<file path="config.mk">
export PLATFORM = sky130hd
export DESIGN_NAME = dm_port_arbiter
export DESIGN_NICKNAME = d
export VERILOG_FILES = /design/src/rtl/dm_port_arbiter.sv
export SDC_FILE = /design/constraint.sdc
export NUM_CORES = 1
export LEC_CHECK = 0
export BUFFER_PORTS_ARGS = -buffer_cell sky130_fd_sc_hd__buf_4
export CAP_MARGIN = 20
export CORE_AREA = 2 2 117 119
export CTS_CLUSTER_DIAMETER = 100
export DETAILED_ROUTE_END_ITERATION = 8
export DIE_AREA = 0 0 119 121
export SLEW_MARGIN = 25
export SYNTH_ARGS = -nofsm -noshare
export SYNTH_HDL_FRONTEND = slang
export SYNTH_SLANG_ARGS = --single-unit
</file>
<file path="constraint.sdc">
create_clock -name clk -period 6.28 [get_ports clk]
set_input_delay 1.256 -clock clk [delete_from_list [all_inputs] [get_ports clk]]
set_output_delay 1.256 -clock clk [all_outputs]
set_load 0.02 [all_outputs]
</file>
<file path="src/rtl/dm_port_arbiter.sv">
// Two-port round-robin (or fixed-priority) arbiter in front of the single-port word data memory.
// One access granted per cycle; read data is registered per port and returned the following cycle.
module dm_port_arbiter #(
  parameter logic [31:0] ADDR_LIMIT = 32'h0000_3000,
  parameter bit          FIXED_PRIO = 1'b0
) (
  input  logic        clk,
  input  logic        reset,
  input  logic        req0_valid,
  input  logic        req0_we,
  input  logic [31:0] req0_addr,
  input  logic [31:0] req0_wd,
  output logic        req0_ready,
  output logic        req0_rvalid,
  output logic [31:0] req0_rdata,
  input  logic        req1_valid,
  input  logic        req1_we,
  input  logic [31:0] req1_addr,
  input  logic [31:0] req1_wd,
  output logic        req1_ready,
  output logic        req1_rvalid,
  output logic [31:0] req1_rdata,
  output logic        dm_we,
  output logic [31:0] dm_addr,
  output logic [31:0] dm_wd,
  input  logic [31:0] dm_rd
);

  localparam int unsigned AW = 32;
  localparam int unsigned DW = 32;

  logic          r_last_grant;
  logic          r_rvalid0;
  logic          r_rvalid1;
  logic [DW-1:0] r_rdata0;
  logic [DW-1:0] r_rdata1;

  logic          w_pick1;
  logic          w_grant;
  logic          w_sel_we;
  logic [AW-1:0] w_sel_addr;
  logic [DW-1:0] w_sel_wd;
  logic          w_in_range;
  logic          w_rd_xfer0;
  logic          w_rd_xfer1;
  logic [DW-1:0] w_rd_data;

  // Winner select: a tie goes to the port that did not win the last transfer.
  always_comb begin
    w_pick1 = 1'b0;
    if (req0_valid && req1_valid) begin
      w_pick1 = FIXED_PRIO ? 1'b0 : !r_last_grant;
    end else begin
      w_pick1 = req1_valid;
    end
  end

  assign w_grant = !reset && (req0_valid || req1_valid);

  // Granted request onto the memory bus; all zero when nothing is granted.
  always_comb begin
    w_sel_we   = 1'b0;
    w_sel_addr = '0;
    w_sel_wd   = '0;
    if (w_grant) begin
      if (w_pick1) begin
        w_sel_we   = req1_we;
        w_sel_addr = req1_addr;
        w_sel_wd   = req1_wd;
      end else begin
        w_sel_we   = req0_we;
        w_sel_addr = req0_addr;
        w_sel_wd   = req0_wd;
      end
    end
  end

  assign w_in_range = (w_sel_addr < ADDR_LIMIT);
  assign w_rd_xfer0 = req0_ready && !req0_we;
  assign w_rd_xfer1 = req1_ready && !req1_we;
  assign w_rd_data  = w_in_range ? dm_rd : '0;

  assign req0_ready  = w_grant && !w_pick1;
  assign req1_ready  = w_grant && w_pick1;
  assign dm_we       = w_grant && w_sel_we && w_in_range;
  assign dm_addr     = {w_sel_addr[AW-1:2], 2'b00};
  assign dm_wd       = w_sel_wd;
  assign req0_rvalid = r_rvalid0;
  assign req1_rvalid = r_rvalid1;
  assign req0_rdata  = r_rdata0;
  assign req1_rdata  = r_rdata1;

  // Grant pointer moves only on a transfer; read data captured one cycle after grant.
  always_ff @(posedge clk) begin
    if (reset) begin
      r_last_grant <= 1'b1;
      r_rvalid0    <= 1'b0;
      r_rvalid1    <= 1'b0;
      r_rdata0     <= '0;
      r_rdata1     <= '0;
    end else begin
      if (w_grant) begin
        r_last_grant <= w_pick1;
      end
      r_rvalid0 <= w_rd_xfer0;
      r_rvalid1 <= w_rd_xfer1;
      if (w_rd_xfer0) begin
        r_rdata0 <= w_rd_data;
      end
      if (w_rd_xfer1) begin
        r_rdata1 <= w_rd_data;
      end
    end
  end

endmodule
</file>
==> results.py <==
metrics = {
    "clock_network": {
        "clk_pin_slew_ps": 60,
        "postCtsSetupRepairBufs": 0,
        "root_buffer": "clkbuf_16",
        "cts.path.max_buffers": 2,
        "htreeDepth": 3,
        "cts_hold_buf": 0,
        "cts_tree": "built",
        "clkLatencyLatePin_ps": 330,
        "cts.repair.resized": 0,
        "cts_made_buffers": 9,
        "clock_sinks": 67,
    },
    "synthesis": {
        "ys_types": 29,
        "synth_area_mm2": 0.003674,
        "ys_seq_area_frac": 0.3651,
        "synth.avg_cell_area_um2": 8.387,
        "yosysTopAreaCellShare": 0.3651,
        "synth_area_leaders": "dfxtp_1 37%, o41ai_2 13%, a22o_1 10%",
        "ys.warnings.count": 0,
        "synth-seq-cells": 67,
        "synth_top_area_cell": "dfxtp_1",
        "synthCells": 438,
    },
    "worst_setup_path": {
        "cp_num_cells": 8,
        "required_ps": 5020,
        "r2r_slack_ps": 3280,
        "crit_end": "dm_we",
        "r2r_end": "req0_rdata[19]$_SDFFE_PP0P_",
        "timing.reg2reg.worst_path_depth": 7,
        "critPathSlowestCell": "or4_2",
        "crit_type": "input pin to output pin",
        "critical_path_arrival_ps": 3710,
        "r2r-start": "r_last_grant$_SDFFE_PP1P_",
        "slowest_delay_ps": 750,
        "end_kind": "output pin",
        "crit_path_start": "req0_valid",
        "start_kind": "input pin",
        "path_cells": "buf_4 > a21boi_1 > buf_4 > a32oi_1 > o2111ai_1 > or4_2 > nor3_1 > buf_4",
        "critPathMostFrequentCell": "buf_4",
        "critPathTopFamily": "simple AND/OR/NAND/NOR gates",
        "cp_num_buf_inv": 3,
        "critical_path.max_fanout": 24,
    },
    "global_route": {
        "antenna_found_initial": 0,
        "grt_max_degree": 65,
        "grt_pass1_wl_um": 24500,
        "gr-total-overflow": 0,
        "grt_pass1_vias": 4318,
        "grt_usage": 0.2209,
    },
    "power_and_ir_drop": {
        "peakVddDrop_v": 0.0001149,
        "leakagePower_nw": 3.111,
        "power_density_mw_per_mm2": 206.3,
    },
    "finish": {
        "stdcell_count": 882,
        "antennaDiodeCount": 0,
        "drive_above_1_share": 0.4986,
        "syn_to_final_growth_pct": 70.95,
        "nNetsFinal": 867,
    },
    "timing": {
        "period_needed_ps": 4971,
        "tns_ps": 0,
        "fin_crit_sh": 0.7915,
        "relSlewSlack": 0.3323,
        "setup_viol": 0,
        "finalWorstSetupSlack_ps": 1309,
        "slew_violations": 0,
        "fmax_mhz": 201.2,
        "finalClockSkew_ps": 10.56,
        "hold_viol_final": 0,
        "worst_pin_slew_ps": 998.1,
        "grt_setup_unrepaired": "false",
    },
    "die": {
        "dieArea_mm2": 0.01440,
        "die_w_um": 119,
        "die_height_um": 121,
        "start_util": 0.2807,
        "fp.coreArea_mm2": 0.01309,
        "fp-row-count": 42,
        "io_pins": 299,
    },
    "route": {
        "antenna_left": 0,
        "dr.pass1.iters": 4,
        "wire_per_inst_um": 18.44,
        "viasPerCell": 4.944,
        "drcViolationCount": 0,
        "dr.first_iter.drc_count": 297,
        "num_vias": 4361,
        "wirelength_um": 16270,
    },
    "placement": {
        "dpl_worst_slack_ps": 1376,
        "gp_congestion": 0.8378,
        "hpwl_um": 12590,
        "port_buffers": 292,
        "numPlacedInstances": 866,
    },
    "outcome": {
        "status": "finished, final reports clean",
    },
    "hold_path": {
        "hold_path_class": "flop to flop",
    },
    "flow_run": {
        "cap_violations": 0,
    },
}
[routing by layer]
metal  track usage  share of wire  vias up
met4       0.07813          0.026        0
li1              -              -     2089
met3       0.06579          0.075       30
met2        0.3775           0.51      202
met5             0              0        -
met1        0.2630           0.39     2040
[report_power, final]
group	internal, mW	switching, mW
Sequential	0.428	0.00176
Combinational	0.136	0.168
Clock	0.371	0.191
[cells in the final DEF, fill, tap and decap left out, drive strengths merged, types with 10 or more instances in the layout]
cell type,synthesis,layout
nor2,10,10
a22o,42,42
a32oi,20,20
nand3,32,32
buf,17,298
nand2,68,68
o21ai,33,33
dfxtp,67,67
clkbuf,30,11
nor2b,24,24
o41ai,32,32
inv,47,48
[through the flow]
| stage | total power [mW] | area (um^2) | util | hold WS [ps] |
|---|---|---|---|---|
| after global routing | 1.348 | 6280 | 0.4799 | 474.1 |
| after detailed placement | 0.7438 | 5943 | 0.4542 | 439.0 |
| after floorplan | 0.5888 | 3677 | - | 495.0 |
| after CTS | 1.310 | 6280 | 0.4799 | 449.3 |
| after global placement | 0.7422 | 5942 | 0.4541 | 435.2 |
| final | 1.296 | 6280 | 0.4799 | 446.1 |
[final cells by class]
| cell class | instances | area, um^2 |
|---|---|---|
| clock buffers | 11 | 252.7 |
| clock inverters | 5 | 83.83 |
| fillers | 1280 | 6805 |
| inverters | 47 | 176.4 |
| multi-input cells | 278 | 1968 |
| flip-flops and latches | 67 | 1341 |
| well taps | 176 | 220.2 |
| repair buffers | 298 | 2237 |
[how the worst min path moves through the flow]
stage	slack, ps	startpoint	to	depth (start not counted)
finish	450	req1_rdata[27]$_SDFFE_PP0P_	req1_rdata[27]$_SDFFE_PP0P_	2
global route	470	req0_rdata[22]$_SDFFE_PP0P_	req0_rdata[22]$_SDFFE_PP0P_	2
floorplan	490	r_last_grant$_SDFFE_PP1P_	r_last_grant$_SDFFE_PP1P_	3
detailed placement	440	req0_rdata[28]$_SDFFE_PP0P_	req0_rdata[28]$_SDFFE_PP0P_	2
global placement	440	req1_rdata[7]$_SDFFE_PP0P_	req1_rdata[7]$_SDFFE_PP0P_	2
CTS	450	req1_rdata[29]$_SDFFE_PP0P_	req1_rdata[29]$_SDFFE_PP0P_	2
[synth_stat cells (all sizes together)]
cell     count
nand2       68
dfxtp       67
inv         47
a22o        42
o21ai       33
nand3       32
o41ai       32
clkbuf      30
nor2b       24
a32oi       20
buf         17
nor2        10
o2111ai      3
and2         2
or4          2
a21boi       1
a21oi        1
a22oi        1
a41o         1
conb         1
nand2b       1
nor3         1
nor3b        1
o221ai       1
[worst min-delay path, stage by stage (launching register included)]
cell and delay [ps]:
dfxtp_1 310, nand2_1 50, o21ai_1 50
[sequential cells by signal (all words and copies together) (netlist names)]
name,count
r_last_grant,1
req0_rdata,32
req0_rvalid,1
req1_rdata,32
req1_rvalid,1
[cells by family (layout without fill, tap and decap cells)]
logic type,after synthesis,after routing,synth area share
other,1,2,0.001021
AND/OR/NAND/NOR,141,141,0.1788
AO/OA/AOI/OAI,135,135,0.3461
flip-flops,67,67,0.3651
buffers and inverters,94,361,0.1090
Power figures use the tool's default switching activity.
